==> config.mk <==
export PLATFORM = sky130hd
export DESIGN_NAME = virtio_available_ring_scheduler
export DESIGN_NICKNAME = d
export VERILOG_FILES = /design/src/rtl/virtio_available_ring_pkg.sv /design/src/rtl/virtio_available_ring_scheduler_arbiter.sv /design/src/rtl/virtio_available_ring_scheduler.sv
export SDC_FILE = /design/constraint.sdc
export NUM_CORES = 1
export LEC_CHECK = 0
export CORE_MARGIN = 3
export CORE_UTILIZATION = 32
export DETAILED_ROUTE_END_ITERATION = 10
export PLACE_DENSITY = 0.78
export SLEW_MARGIN = 20
export SYNTH_ARGS = -nofsm -noshare
export SYNTH_HDL_FRONTEND = slang
export SYNTH_SLANG_ARGS = --single-unit
export TNS_END_PERCENT = 1
==> constraint.sdc <==
create_clock -name aclk -period 2.7 [get_ports aclk]
set_input_delay 0.675 -clock aclk [delete_from_list [all_inputs] [get_ports aclk]]
set_output_delay 0.675 -clock aclk [all_outputs]
set_load 0.005 [all_outputs]
==> src/rtl/virtio_available_ring_pkg.sv <==
// Shared types for the virtio available ring handlers and the request scheduler.
package virtio_available_ring_pkg;

  typedef enum logic [1:0] {
    RT_AVAIL_IDX  = 2'd0,
    RT_AVAIL_RING = 2'd1,
    RT_DESC       = 2'd2,
    RT_INDIRECT   = 2'd3
  } request_type_t;

  typedef struct packed {
    logic [15:0] length;
    logic [15:0] offset;
  } request_t;

  typedef struct packed {
    logic        last;
    logic [31:0] data;
  } response_t;

  localparam int SCHED_MAX_QUEUE_W = 8;

  // Wide enough for any realistic queue count; the top packs only QUEUE_W bits onto mem_tid.
  typedef struct packed {
    logic [SCHED_MAX_QUEUE_W-1:0] queue;
    request_type_t                rtype;
  } scheduler_tid_t;

endpackage

==> src/rtl/virtio_available_ring_scheduler_arbiter.sv <==
// Round-robin grant: first eligible queue at or after the pointer, pointer moves past the winner.
module virtio_available_ring_scheduler_arbiter #(
  parameter  int NUM_QUEUES = 4,
  localparam int QUEUE_W    = $clog2(NUM_QUEUES)
) (
  input  logic                  aclk,
  input  logic                  areset_n,
  input  logic [NUM_QUEUES-1:0] eligible_i,
  input  logic                  advance_i,
  output logic [NUM_QUEUES-1:0] grant_o,
  output logic [QUEUE_W-1:0]    winner_o,
  output logic                  any_o
);

  localparam int W1 = QUEUE_W + 1;

  logic [QUEUE_W-1:0] ptr_q, ptr_d;
  logic [W1-1:0]      idx;
  logic [W1-1:0]      nxt;

  // Scan from the farthest offset back to the pointer so the nearest eligible queue wins.
  always_comb begin
    idx      = '0;
    winner_o = '0;
    for (int i = NUM_QUEUES - 1; i >= 0; i--) begin
      idx = W1'(ptr_q) + W1'(i);
      if (idx >= W1'(NUM_QUEUES)) idx = idx - W1'(NUM_QUEUES);
      if (eligible_i[idx[QUEUE_W-1:0]]) winner_o = idx[QUEUE_W-1:0];
    end
  end

  assign any_o = |eligible_i;

  always_comb begin
    grant_o = '0;
    for (int q = 0; q < NUM_QUEUES; q++) begin
      grant_o[q] = any_o && (winner_o == QUEUE_W'(q));
    end
  end

  assign nxt   = W1'(winner_o) + W1'(1);
  assign ptr_d = (nxt == W1'(NUM_QUEUES)) ? '0 : nxt[QUEUE_W-1:0];

  always_ff @(posedge aclk or negedge areset_n) begin
    if (!areset_n)      ptr_q <= '0;
    else if (advance_i) ptr_q <= ptr_d;
  end

endmodule

==> src/rtl/virtio_available_ring_scheduler.sv <==
// Shares one memory read request channel between NUM_QUEUES available ring handlers and
// routes completions back by queue index, bounding in-flight reads per queue.
module virtio_available_ring_scheduler
  import virtio_available_ring_pkg::*;
#(
  parameter  int NUM_QUEUES      = 4,
  parameter  int MAX_OUTSTANDING = 4,
  localparam int QUEUE_W         = $clog2(NUM_QUEUES)
) (
  input  logic                     aclk,
  input  logic                     areset_n,
  input  logic [NUM_QUEUES-1:0]    req_tvalid,
  output logic [NUM_QUEUES-1:0]    req_tready,
  input  logic [NUM_QUEUES*2-1:0]  req_tid,
  input  logic [NUM_QUEUES*32-1:0] req_tdata,
  output logic                     mem_tvalid,
  input  logic                     mem_tready,
  output logic [2+QUEUE_W-1:0]     mem_tid,
  output logic [31:0]              mem_tdata,
  input  logic                     cpl_tvalid,
  output logic                     cpl_tready,
  input  logic [QUEUE_W-1:0]       cpl_tdest,
  input  logic                     cpl_tlast,
  input  logic [31:0]              cpl_tdata,
  output logic [NUM_QUEUES-1:0]    rsp_tvalid,
  input  logic [NUM_QUEUES-1:0]    rsp_tready,
  output logic                     rsp_tlast,
  output logic [31:0]              rsp_tdata,
  output logic                     error
);

  localparam int CNT_W = $clog2(MAX_OUTSTANDING + 1);

  logic [NUM_QUEUES-1:0] elig, grant, hit, uflow;
  logic [QUEUE_W-1:0]    winner;
  logic                  any_elig, load, dest_valid, cpl_fire;

  logic                  mem_tvalid_q;
  logic [QUEUE_W-1:0]    mem_queue_q;
  request_type_t         mem_type_q;
  request_t              mem_req_q;
  logic                  error_q;

  virtio_available_ring_scheduler_arbiter #(.NUM_QUEUES(NUM_QUEUES)) u_arbiter (
    .aclk       (aclk),
    .areset_n   (areset_n),
    .eligible_i (elig),
    .advance_i  (load),
    .grant_o    (grant),
    .winner_o   (winner),
    .any_o      (any_elig)
  );

  assign load       = areset_n && any_elig && (!mem_tvalid_q || mem_tready);
  assign req_tready = load ? grant : '0;

  always_ff @(posedge aclk or negedge areset_n) begin
    if (!areset_n)       mem_tvalid_q <= 1'b0;
    else if (load)       mem_tvalid_q <= 1'b1;
    else if (mem_tready) mem_tvalid_q <= 1'b0;
  end

  // Payload is don't-care while mem_tvalid is low, so it carries no reset.
  always_ff @(posedge aclk) begin
    if (load) begin
      mem_queue_q <= winner;
      mem_type_q  <= request_type_t'(req_tid[winner*2 +: 2]);
      mem_req_q   <= req_tdata[winner*32 +: 32];
    end
  end

  assign mem_tvalid = mem_tvalid_q;
  assign mem_tid    = {mem_queue_q, mem_type_q};
  assign mem_tdata  = mem_req_q;

  assign cpl_fire   = cpl_tvalid && cpl_tready;
  assign dest_valid = |hit;

  for (genvar q = 0; q < NUM_QUEUES; q++) begin : g_queue
    logic [CNT_W-1:0] cnt_q;
    logic             inc, dec;

    assign hit[q]   = (cpl_tdest == QUEUE_W'(q));
    assign inc      = load && grant[q];
    assign dec      = cpl_fire && cpl_tlast && hit[q];
    assign elig[q]  = req_tvalid[q] && (cnt_q < CNT_W'(MAX_OUTSTANDING));
    assign uflow[q] = dec && !inc && (cnt_q == '0);

    always_ff @(posedge aclk or negedge areset_n) begin
      if (!areset_n)                          cnt_q <= '0;
      else if (inc && !dec)                   cnt_q <= cnt_q + CNT_W'(1);
      else if (dec && !inc && cnt_q != '0)    cnt_q <= cnt_q - CNT_W'(1);
    end
  end

  // Beats for a nonexistent queue are swallowed so the memory engine never stalls on them.
  always_comb begin
    cpl_tready = 1'b0;
    rsp_tvalid = '0;
    if (areset_n) begin
      cpl_tready = !dest_valid;
      for (int q = 0; q < NUM_QUEUES; q++) begin
        if (hit[q]) begin
          cpl_tready    = rsp_tready[q];
          rsp_tvalid[q] = cpl_tvalid;
        end
      end
    end
  end

  assign rsp_tlast = cpl_tlast;
  assign rsp_tdata = cpl_tdata;

  always_ff @(posedge aclk or negedge areset_n) begin
    if (!areset_n)                                     error_q <= 1'b0;
    else if ((cpl_fire && !dest_valid) || (|uflow))    error_q <= 1'b1;
  end

  assign error = error_q;

endmodule

==> results of run 1 <==
[Yosys cell counts (all sizes together), types with 4 or more instances]
library cell and instances:
or2 4, clkbuf 8, dfrtp 16, o21ai 9
mux2i 35, nand2 11, buf 42, nand3 4
mux2 36, edfxtp 36, nor3 4, nor2b 4
nor2 46, fa 4, nand2b 6, o21a 4
a21oi 35, inv 9
[worst paths after layout]
kind                                      from                  end  slack (ns)  cells past startpoint
min                                   areset_n  g_queue[1].cnt_q[2]        0.54                      2
max in group asynchronous             areset_n  g_queue[0].cnt_q[2]        2.00                      2
min reg2reg                g_queue[1].cnt_q[0]  g_queue[1].cnt_q[0]        0.55                      1
min in group aclk          g_queue[1].cnt_q[0]  g_queue[1].cnt_q[0]        0.55                      1
max reg2reg                g_queue[0].cnt_q[2]  g_queue[0].cnt_q[2]       -0.02                      9
max                              req_tvalid[3]  g_queue[0].cnt_q[2]       -0.05                      8
[metal layers]
metal	part of all wire (%)	GRT usage, %	vias to the layer above	routed length (um)
li1	-	-	1653	-
met1	37	18.7	1621	4350
met2	54	33.5	125	6400
met3	6.6	3.90	38	779
met4	3.0	6.57	0	356
met5	0	0	-	0
[logic make-up after synthesis]
family          Yosys count  share of synthesized area (%)
compound gates           66                           11.4
xor+xnor                  2                          0.480
fa+ha+maj                 5                           2.54
buf+inv                  59                           10.1
flops                    52                           40.6
mux                      72                           21.4
simple gates             97                           13.5
[final cells by class]
type | instances | area (um2) | share of cell area, %
clock buffers | 5 | 125 | 2.03
clock inverters | 3 | 46.3 | 0.750
inverters | 9 | 36.3 | 0.588
multi-input cells | 242 | 1960 | 31.8
flip-flops and latches | 52 | 1490 | 24.1
well taps | 140 | 175 | 2.84
repair buffers | 245 | 2340 | 38.0
[sequential cells by signal, indices dropped and copies added, names as in the netlist]
signal           cells
error                1
g_queue.cnt_q       12
mem_queue_q          2
mem_tdata           32
mem_tvalid           1
mem_type_q           2
u_arbiter.ptr_q      2
[repair_timing]
item / 4_1_cts / 5_1_grt
setup endpoints to repair: 48 / 12
cloned: 0 / 0
buffers inserted: 5 / 3
gates resized for setup: 54 / 21
pin swaps: 11 / 15
[power breakdown]
| group | total, uW | switching [uW] | internal, uW |
|---|---|---|---|
| clock network | 737 | 296 | 441 |
| registers | 1390 | 176 | 1210 |
| logic | 2490 | 1140 | 1350 |
| total | 4610 | 1610 | 3000 |
[through the flow]
step	instances	setup WS, ns
floorplan	353	-0.260
global placement	682	-0.701
detailed placement	682	-0.789
CTS	695	-0.0862
global route	696	-0.0842
finish	696	-0.0467
[worst max-delay path, stage by stage]
cell and delay, ns:
buf_2 0.11, nor2b_4 0.13, a311o_1 0.35, o21a_4 0.16, or4_4 0.50, fa_2 0.35
or4_4 0.53, o211ai_1 0.12
==> flow_metrics.py, run 1 <==
metrics = {
    "sta": {
        "skew_ns": 0.00404,
        "fmax_mhz": 364,
        "slew_violations": 0,
        "finalSetupViolations": 1,
        "tns_ns": -0.0467,
        "setup_ws_ns": -0.0467,
        "tightest_slew_ns": 0.513,
        "relSlewSlack_pct": 65.8,
        "fin_crit_sh_pct": 102,
        "hold_viol": 0,
        "rsz0062_at_grt": "true",
        "hold_ws_ns": 0.540,
        "period_minus_slack_ns": 2.75,
    },
    "worst_setup_path": {
        "crit_type": "input pin to register",
        "cp.arrival_ns": 2.93,
        "crit_required_ns": 2.89,
        "start_kind": "input pin",
        "critPathCaptureType": "register",
        "worstPathMaxFanout": 5,
    },
    "place": {
        "io_buffers": 198,
        "hpwl_mm": 9.26,
        "dpl_cell_area_mm2": 0.00581,
        "gp_congestion": 0.860,
    },
    "yosys": {
        "ys_seq_elements": 52,
        "syn_nets": 541,
        "postSynth.asyncResetShare_pct": 30.8,
        "synth_top_area_share_pct": 29.6,
        "synthTopCellsByArea": "edfxtp_1 30%, dfrtp_1 11%, mux2_2 11%",
        "yosysWarnings": 0,
        "synth.cell_area_mm2": 0.00365,
        "avgSynthCellArea_um2": 10.3,
        "synth_cell_types": 55,
        "synth_flop_cell": "edfxtp_1",
        "synth_edf_count": 36,
        "synth_top_cell_by_area": "edfxtp_1",
        "syn_inst": 353,
        "ys_seq_area_share_pct": 40.6,
    },
    "pwr": {
        "ir_worst_vdd_uv": 387,
        "leakage_uw": 0.00237,
        "p_per_area_mw_per_mm2": 747,
        "finalPower_uw": 4610,
    },
    "finish": {
        "final_cell_mix": "186 x clkdlybuf4s50_1, 45 x nor2_1, 41 x buf_4, 36 x edfxtp_1",
        "drive_above_1_share_pct": 24.6,
        "layout.nets": 743,
        "layout_commonest_cell": "clkdlybuf4s50_1",
        "final_area_mm2": 0.00617,
        "fillers": 932,
        "utilization_pct": 56.2,
        "diodes": 0,
        "area_growth_pct": 69.0,
    },
    "drt": {
        "drc": 0,
        "wl_per_cell_um": 17.1,
        "drt_iter0_markers": 158,
        "route.vias.total": 3437,
        "first_pass_iters": 4,
        "wl_mm": 11.9,
        "drtAntennaViolNets": 0,
        "viasPerCell": 4.94,
    },
    "global_routing": {
        "grt_antenna_before_repair": 0,
        "grt_max_degree": 72,
        "grt_pass1_wl_mm": 18.1,
        "grt-ovfl-total": 0,
        "first_global_vias": 3587,
        "grt_usage_pct": 17.6,
    },
    "clock_network": {
        "clockBufferDepth": 2,
        "cts_buffers": 5,
        "clk_pin_slew_ns": 0.07,
        "root_buffer": "clkbuf_16",
        "tritoncts": "built",
        "cts_sinks": 52,
        "cts_max_level": 2,
        "holdBufCountCts": 0,
        "clock_latency_ns": 0.28,
    },
    "die": {
        "rows": 38,
        "start_util_pct": 33.3,
        "pin_count": 263,
        "chipWidth_um": 113,
        "fp.dieH_um": 113,
        "dieArea_mm2": 0.0127,
        "core_mm2": 0.0110,
    },
    "worst_hold_path": {
        "hold_class": "input pin to asynchronous set/reset pin",
    },
    "status": {
        "violations": "negative setup slack",
        "outcome": "complete, but fails checks",
    },
    "job": {
        "maxCapViolCount": 0,
    },
}
(Power assumes the default switching activity.)
==> inputs of run 2 (changes only) <==
CORE_ASPECT_RATIO = 2   (was default)
GPL_ROUTABILITY_DRIVEN = 0   (was default)
==> run 2 against run 1 <==
- the run still ends with negative setup slack left
- combinational power about the same
- maximum frequency decreased by 1.8%
- sequential share of layout area about the same
- final cell count increased by 1.1%
- non-clock buffer count increased by 8
- routed wire length increased by 16%
- power decreased by 1.1%
- setup slack got worse by 0.050 ns
- critical path depth increased by 1
- cell area decreased by 0.32%
- clock power decreased by 12%
- largest cell class unchanged
- die area increased by 0.60%
==> flow_metrics.py, run 2 (same netlist as run 1, synthesis figures left out) <==
metrics = {
    "status": {
        "outcome": "complete, but fails checks",
        "violations": "negative setup slack",
    },
    "global_routing": {
        "grt_antenna_before_repair": 0,
        "grt_max_degree": 72,
        "first_global_vias": 3736,
        "grt-ovfl-total": 0,
        "grt_pass1_wl_mm": 19.7,
        "grt_usage_pct": 21.1,
    },
    "drt": {
        "wl_met1_mm": 3.91,
        "first_pass_iters": 6,
        "drc": 0,
        "wl_per_cell_um": 19.6,
        "wl_met2_mm": 7.18,
        "maxUsedRoutingLayer": "met4",
        "drt_iter0_markers": 149,
        "route.vias.total": 3520,
        "wl_met3_mm": 1.86,
        "viasPerCell": 5.00,
        "wl_mm": 13.8,
        "drtAntennaViolNets": 0,
    },
    "sta": {
        "finalSetupViolations": 5,
        "relSlewSlack_pct": 65.8,
        "setup_ws_ns": -0.0966,
        "fmax_mhz": 358,
        "tns_ns": -0.173,
        "tightest_slew_ns": 0.509,
        "rsz0062_at_grt": "true",
        "slew_violations": 0,
        "hold_viol": 0,
        "period_minus_slack_ns": 2.80,
        "skew_ns": 0.00645,
        "fin_crit_sh_pct": 104,
    },
    "pwr": {
        "p_per_area_mw_per_mm2": 741,
        "leakage_uw": 0.00239,
        "ir_worst_vdd_uv": 450,
    },
    "finish": {
        "largest_reg_flops": 32,
        "utilization_pct": 55.9,
        "layout_commonest_cell": "clkdlybuf4s50_1",
        "final_cell_mix": "185 x clkdlybuf4s50_1, 49 x buf_4, 46 x nor2_1, 36 x edfxtp_1",
        "layoutNonFillerInstCount": 704,
        "drive_above_1_share_pct": 25.0,
        "area_growth_pct": 68.4,
        "layout.nets": 751,
        "diodes": 0,
    },
    "clock_network": {
        "root_buffer": "clkbuf_16",
        "cts_sinks": 52,
        "clk_pin_slew_ns": 0.07,
        "cts_max_level": 2,
        "clock_latency_ns": 0.29,
        "tritoncts": "built",
        "cts_buffers": 5,
        "clockBufferDepth": 2,
    },
    "die": {
        "core_mm2": 0.0110,
        "start_util_pct": 33.2,
        "chipWidth_um": 81.5,
        "dieArea_mm2": 0.0128,
        "fp.dieH_um": 157,
        "rows": 54,
        "pin_count": 263,
    },
    "worst_setup_path": {
        "start_kind": "input pin",
        "critPathCaptureType": "register",
        "crit_type": "input pin to register",
        "crit_required_ns": 2.91,
        "worstPathMaxFanout": 4,
        "cp.arrival_ns": 3.01,
    },
    "place": {
        "dp_cells": 682,
        "hpwl_mm": 11.2,
        "io_buffers": 198,
    },
    "job": {
        "maxCapViolCount": 0,
    },
    "worst_hold_path": {
        "hold_class": "input pin to asynchronous set/reset pin",
    },
}
==> run 2: changes by cell type in the layout (fill, tap and decap cells not counted), moves of 2 or more <==
cell           delta
buf_2             +2
buf_4             +8
dfrtp_1           +2
dfrtp_2           -2
dlygate4sd2_1     +2
==> run 2: final timing paths <==
check | startpoint | to | slack [ns] | cells past startpoint
max | mem_tready | g_queue[0].cnt_q[2] | -0.1 | 9
min | areset_n | g_queue[1].cnt_q[0] | 0.53 | 2
max reg2reg | g_queue[0].cnt_q[2] | g_queue[0].cnt_q[2] | -0.06 | 7
min reg2reg | mem_tvalid | mem_tvalid | 0.53 | 1
max in group asynchronous | areset_n | g_queue[0].cnt_q[2] | 1.90 | 2
min in group aclk | mem_tvalid | mem_tvalid | 0.53 | 1
==> run 2: critical path, stage by stage <==
cell and delay [ns]:
clkdlybuf4s50_1 0.46, inv_1 0.06, nand2_2 0.08, nand2_2 0.08, buf_6 0.14, or4_4 0.54, fa_2 0.35, or4_1 0.51
o211ai_1 0.11
==> run 2: stage by stage <==
stage	instance area, um2	hold slack [ns]	power [uW]	setup slack (ns)
5_1_grt	6150	0.520	4860	-0.186
4_1_cts	6090	0.504	4490	-0.125
2_1_floorplan	3670	0.379	2710	-0.260
3_5_place_dp	5800	0.502	3670	-0.899
3_3_place_gp	5800	0.487	3570	-0.721
6_report	6150	0.527	4560	-0.0966
==> run 2: report_power, final <==
| group | internal [uW] | switching, uW |
|---|---|---|
| sequential | 1210 | 194 |
| combinational | 1370 | 1140 |
| clock | 347 | 299 |
| total | 2930 | 1630 |
==> run 2: timing repair <==
action | CTS | global route
endpoints found under the setup margin | 52 | 36
resized for setup | 52 | 13
buffers inserted | 8 | 7
hold buffers | 0 | 0
pin swaps | 12 | 14
==> run 2: cell type report <==
class / count / area, um2
Fill cell: 967 / 4860
Inverter: 9 / 33.8
Tap cell: 140 / 175
Clock buffer: 6 / 129
Sequential cell: 52 / 1480
Timing Repair Buffer: 253 / 2380
Clock inverter: 2 / 15.0
Multi-Input combinational cell: 242 / 1940
==> run 2: per-layer routing <==
layer | global-route usage [%] | up-vias
met2 | 36.8 | 175
met1 | 17.5 | 1622
met4 | 14.0 | 0
li1 | - | 1663
met3 | 11.9 | 60
met5 | 0 | -
==> inputs of run 3 (changes only) <==
SETUP_SLACK_MARGIN = 0.4   (was default)
==> run 3 against run 2 <==
- the flow still finishes with violations (negative setup slack)
- clock skew rose by 0.00097 ns
- maximum frequency fell by 1.8%
- hold slack improved by 0.011 ns
- combinational power rose by 22%
- die area did not move
- flip-flop and latch count did not move
- global-route usage rose by 0.49 points
- sequential power barely moved
- register-to-register slack got worse by 0.09 ns
- clock power barely moved
- critical endpoint unchanged
==> flow_metrics.py, run 3 (same netlist as run 1, synthesis figures left out) <==
metrics = {
    "status": {
        "outcome": "complete, but fails checks",
        "violations": "negative setup slack",
    },
    "worst_hold_path": {
        "hold_class": "register to register",
        "min-delay-start": "mem_tvalid",
    },
    "sta": {
        "finalSetupViolations": 7,
        "relSlewSlack_pct": 51.8,
        "slew_violations": 0,
        "tightest_slew_ns": 0.724,
        "rsz0062_at_grt": "true",
        "skew_ns": 0.00742,
        "setup_ws_ns": -0.146,
        "period_minus_slack_ns": 2.85,
        "fin_crit_sh_pct": 105,
        "hold_viol": 0,
        "fmax_mhz": 351,
        "hold_ws_ns": 0.538,
    },
    "finish": {
        "layout_commonest_cell": "clkdlybuf4s50_1",
        "layout.nets": 752,
        "drive_above_1_share_pct": 34.3,
        "final_cell_mix": "175 x clkdlybuf4s50_1, 42 x buf_4, 36 x edfxtp_1, 35 x mux2i_1, 35 x mux2_4",
        "fillers": 887,
        "seqCellArea_mm2": 0.00149,
        "largest_reg_flops": 32,
        "multiInputGateArea_mm2": 0.00231,
        "utilization_pct": 60.3,
        "diodes": 0,
        "area_growth_pct": 81.9,
    },
    "worst_setup_path": {
        "start_kind": "register",
        "critPathCaptureType": "register",
        "r2r-start": "u_arbiter.ptr_q[0]",
        "crit_type": "register to register",
        "cp.arrival_ns": 3.05,
        "crit_required_ns": 2.91,
        "startpoint": "u_arbiter.ptr_q[0]",
        "worstPathMaxFanout": 3,
    },
    "clock_network": {
        "cts_max_level": 2,
        "cts_buffers": 5,
        "clock_latency_ns": 0.29,
        "cts_sinks": 52,
        "clockBufferDepth": 2,
        "holdBufCountCts": 0,
        "clk_pin_slew_ns": 0.07,
        "tritoncts": "built",
        "root_buffer": "clkbuf_16",
    },
    "die": {
        "pin_count": 263,
        "dieArea_mm2": 0.0128,
        "chipWidth_um": 81.5,
        "fp.dieH_um": 157,
        "start_util_pct": 33.2,
        "rows": 54,
        "core_mm2": 0.0110,
    },
    "pwr": {
        "p_per_area_mw_per_mm2": 770,
        "ir_worst_vdd_uv": 522,
        "leakage_uw": 0.00264,
    },
    "global_routing": {
        "grt-ovfl-total": 0,
        "grt_max_degree": 72,
        "grt_pass1_wl_mm": 20.2,
        "grt_usage_pct": 21.6,
        "grt_antenna_before_repair": 0,
        "first_global_vias": 3825,
    },
    "drt": {
        "drc": 0,
        "drt_iter0_markers": 118,
        "wl_mm": 14.6,
        "viasPerCell": 5.14,
        "route.vias.total": 3622,
        "first_pass_iters": 4,
        "wl_per_cell_um": 20.7,
        "drtAntennaViolNets": 0,
    },
    "place": {
        "hpwl_mm": 11.2,
        "io_buffers": 198,
    },
    "job": {
        "maxCapViolCount": 0,
    },
}
run 3: cell count changes in the layout (fill, tap and decap cells not counted), sizes merged:
cell,delta
buf,+4
clkdlybuf4s15,+2
clkdlybuf4s50,-10
dlymetal6s2s,+4
dlygate4sd2,+1
run 3: where the power goes:
part,switching [uW],internal [uW],total [uW]
combinational,1410,1650,3060
clock,300,347,647
sequential,190,1210,1400
total,1900,3220,5120
run 3: worst max-delay path, cell delays in order (launching register included):
cell and delay [ns]:
dfrtp_2 0.45, nor3b_4 0.25, a211oi_2 0.09, buf_4 0.15, o22ai_4 0.18, buf_6 0.14
inv_4 0.04, or4_4 0.49, fa_2 0.36, or4_1 0.51, o211ai_1 0.11
run 3: final timing paths:
kind                                  endpoint  slack, ns  depth (start not counted)
setup reg to reg           g_queue[0].cnt_q[2]      -0.15                         10
hold / removal                      mem_tvalid       0.54                          1
min in group asynchronous  g_queue[0].cnt_q[1]       0.55                          2
setup / recovery           g_queue[0].cnt_q[2]      -0.15                         10
max in group asynchronous   u_arbiter.ptr_q[0]       2.01                          2
hold reg to reg                     mem_tvalid       0.54                          1
run 3: final cells by class:
class                      instances  share of cell area [%]
multi-input combinational        242                    34.8
tap                              140                    2.64
timing repair buffer             254                    37.5
inverter                           9                   0.584
clock inverter                     2                   0.226
clock buffer                       6                    1.94
sequential                        52                    22.4
run 3: metrics by stage:
stage,cells,setup WS [ns],power [uW],setup TNS [ns],area (um2)
final,705,-0.146,5120,-0.433,6640
after global routing,705,-0.204,5430,-0.940,6640
after CTS,702,-0.0941,4650,-0.141,6220
after detailed placement,682,-0.899,3670,-28.75,5800
after global placement,682,-0.721,3570,-22.59,5800
after floorplan,353,-0.260,2710,-0.781,3670
run 3: metal layers:
metal  share of wire, %  track usage (%)  vias to the layer above
li1                   -                -                     1665
met1                 27             17.9                     1689
met2                 53             37.8                      193
met3                 13             11.9                       75
met4                6.8             14.3                        0
met5                  0                0                        -
run 3: repair_timing:
action,in CTS,in global routing
buffers inserted,12,3
pin swaps,23,35
hold endpoints to repair,0,0
setup endpoints to repair,80,57
resized for setup,108,104
==> RTL change 1, RTL diff (flow settings as in run 2) <==
`NUM_QUEUES` is set to 4 in 2 places; all go to 8.
--- a/src/rtl/virtio_available_ring_scheduler_arbiter.sv
+++ b/src/rtl/virtio_available_ring_scheduler_arbiter.sv
@@ -1,5 +1,5 @@
 // Round-robin grant: first eligible queue at or after the pointer, pointer moves past the winner.
 module virtio_available_ring_scheduler_arbiter #(
-  parameter  int NUM_QUEUES = 4,
+  parameter  int NUM_QUEUES = 8,
   localparam int QUEUE_W    = $clog2(NUM_QUEUES)
 ) (
--- a/src/rtl/virtio_available_ring_scheduler.sv
+++ b/src/rtl/virtio_available_ring_scheduler.sv
@@ -4,5 +4,5 @@
   import virtio_available_ring_pkg::*;
 #(
-  parameter  int NUM_QUEUES      = 4,
+  parameter  int NUM_QUEUES      = 8,
   parameter  int MAX_OUTSTANDING = 4,
   localparam int QUEUE_W         = $clog2(NUM_QUEUES)
Interface: changed (8 resized); port bits go from 263 to 417. No check against the original RTL was run, so the function may have changed too.
==> RTL change 1 against run 2 <==
The run still ends with setup timing left. Setup slack lost 1.2 ns. Sequential cell count rose by 14. Non-clock buffer count rose by 275. Area after synthesis grew to 2.6 times the old value. Cell area increased by 150%. Count of clock-buffer cells in the layout grew 4. Routed wire length rose to 3.2 times the old value. Global-route usage up 4.7 points. Register-to-register slack got worse by 1.2 ns.
Power is not shown: default switching activity piles up to over one toggle a cycle in this logic, so the estimate is an artifact.
==> RTL change 1: results (changes against run 2) <==
* Critical path endpoint: g_queue[2].cnt_q[2]
* Setup TNS at -67.42 ns (-67.25 ns)
* GR Util met2 at 0.4546 (+0.08648)
* Total CTS buffers at 9 (+4)
* WL met3 at 2549 um (+37%)
* Crit-path max cell delay at 0.65 ns (+0.11 ns)
* Final setup margin at -1.281 ns (-1.184 ns)
* Status: finished with violations
* Largest net degree at the start of global routing at 93 (+29%)
* Final core utilization at 0.5171 (-0.04152)
* Global-route wire length before repair at 65830 um (+230%)
* Top delay family on crit path: multiplexers
* Final setup fails at 73 (+68)
* Crit path launch: u_arbiter.ptr_q[0]
* Slew HR at 0.6066 (-0.05132)
* Hold_ws at 0.5461 ns (+0.01906 ns)
* Final Skew at 0.01535 ns (+0.008898 ns)
* Final WL at 43830 um (+220%)
* Post-synth ARST share at 0.4394 (+0.1317)
* Layout cells sized above 1 at 0.1871 (-0.06290)
* Failing checks: setup timing
* Netlist cell types at 68 (+24%)
* Drt first-iter violations at 1134 (+660%)
* Seq/Total Area, Yosys at 0.1901 (-0.2155)
* Most frequent cells after synthesis: nor2_1, inv_1, a21oi_1, nand2b_1, a2111oi_0
* Clk Latency, worst-skew pair at 0.36 ns (+0.07 ns)
* # fillers at 2700 (+180%)
RTL change 1: final cells by class:
class,instances,area share
Tap cell,364,0.02973
Multi-Input combinational cell,962,0.4596
Antenna cell,4,0.0006535
Inverter,149,0.03758
Clock buffer,10,0.01495
Clock inverter,6,0.005310
Timing Repair Buffer,528,0.3320
Sequential cell,66,0.1202
RTL change 1: kinds of logic (layout without fill, tap and decap cells):
logic type | after synthesis | after routing | share of synthesized area
fa+ha+maj | 16 | 16 | 0.02694
xor+xnor | 7 | 7 | 0.007901
other cells | 0 | 4 | 0
simple gates | 412 | 412 | 0.2178
buf+inv | 290 | 693 | 0.1366
flops | 66 | 66 | 0.1901
compound gates | 445 | 445 | 0.3231
mux | 82 | 82 | 0.09740
RTL change 1: what timing repair did:
item / 4_1_cts / 5_1_grt
endpoints found under the hold margin: 0 / 0
pin swaps: 25 / 8
resized for setup: 173 / 41
setup buffers: 23 / 0
setup endpoints to repair: 82 / 74
==> RTL change 2, RTL diff (config.mk and constraints of run 2) <==
Without the edit above. Register the output `error` once more; this adds one clock of latency there. The other outputs are not delayed to match.
--- a/src/rtl/virtio_available_ring_scheduler.sv
+++ b/src/rtl/virtio_available_ring_scheduler.sv
@@ -117,5 +117,7 @@
   end
 
-  assign error = error_q;
+  always_ff @(posedge aclk) begin
+    error <= error_q;
+  end
 
 endmodule
Behaviour: not the same (Yosys sat finds a counterexample within 4 cycles, from zero or initial values and one cycle with areset_n low).
==> RTL change 2 against run 2 <==
The flow still finishes with violations (setup timing). Synthesized cell count is 0.28% higher. Cell area stayed put. Area after synthesis is 0.55% higher. Sequential power hardly changed. Setup slack better by 0.0042 ns. Sequential cell count is 1 higher. Routed wire length is 2.2% lower. Power is 0.55% higher.
==> RTL change 2: results (changes against run 2) <==
* Setup TNS at -0.3388 ns (-0.1653 ns)
* Drt first-iter violations at 157 (+5.4%)
* Worst Hold Class: in2async
* GRT Total Usage at 0.2014 (-0.01003)
* Nets at 744 (-0.93%)
* CP max FO at 5 (+1)
* Status: finished with violations
* Vias in the first global route at 3565 (-4.6%)
* Post-synthesis mux area share at 0.2129 (-0.001167)
* Final setup fails at 7 (+2)
* Synth Area in Adders at 0.02521 (-0.0001382)
* Post-CTS setup buffers at 5 (-3)
* Layout cells sized above 1 at 0.2496 (-0.0004488)
* Failing checks: setup timing
* WL met3 at 1383 um (-26%)
* Peak supply drop at 0.4721 mV (+4.9%)
* Synth Net Count at 542 (+0.18%)
* Crit path launch: g_queue[0].cnt_q[2]
* Met1 wire length at 3739 um (-4.3%)
* Final WL at 13520 um (-2.2%)
* Critical path arrival at 3.00 ns (about the same)
* Placed Area at 5804 um^2 (about the same)
* Final setup margin at -0.09232 ns (+0.004232 ns)
* Post-cts sizing count at 53 (+1.9%)
* Drt pass-1 iters at 4 (-2)
* Final Skew at 0.008168 ns (+0.001715 ns)
* DR vias at 3486 (-0.97%)
* Xor-xnor portion of the synthesized cell area at 0.004770 (-0.00002615)
* Netlist cell types at 56 (+1.8%)
* Seq/Total Area, Yosys at 0.4089 (+0.003240)
* Yosys warns at 0 (unchanged)
* Synth top area cells: edfxtp_1, dfrtp_1, mux2_2
* Compound-Gate Fraction of Synth Area at 0.1138 (-0.0006238)
* Wire length on met2 at 7867 um (+9.6%)
* # fillers at 990 (+2.4%)
* Static leakage at 2.386 nW (-0.13%)
* Global-route wire length before repair at 18820 um (-4.5%)
[RTL change 2: power breakdown]
group	total, W	internal (W)	switching [W]
registers	0.00141	0.00123	0.000182
clock network	0.000713	0.000403	0.000310
logic	0.00246	0.00132	0.00115
[RTL change 2: metal layers]
layer / GRT usage / up-vias
met5: 0 / -
met4: 0.09429 / 0
met3: 0.08820 / 31
met2: 0.3871 / 169
met1: 0.1652 / 1628
li1: - / 1658
[RTL change 2: cell type report]
cell class	count	share of cell area
clock inverter	2	0.002237
tap	140	0.02847
timing repair buffer	245	0.3775
sequential	53	0.2445
multi-input combinational	242	0.3175
clock buffer	6	0.02441
inverter	9	0.005491
[RTL change 2: through the flow]
step | cells | util
after floorplan | 354 | -
after global placement | 681 | 0.5238
after detailed placement | 681 | 0.5238
after CTS | 694 | 0.5478
after global routing | 697 | 0.5552
final | 697 | 0.5552
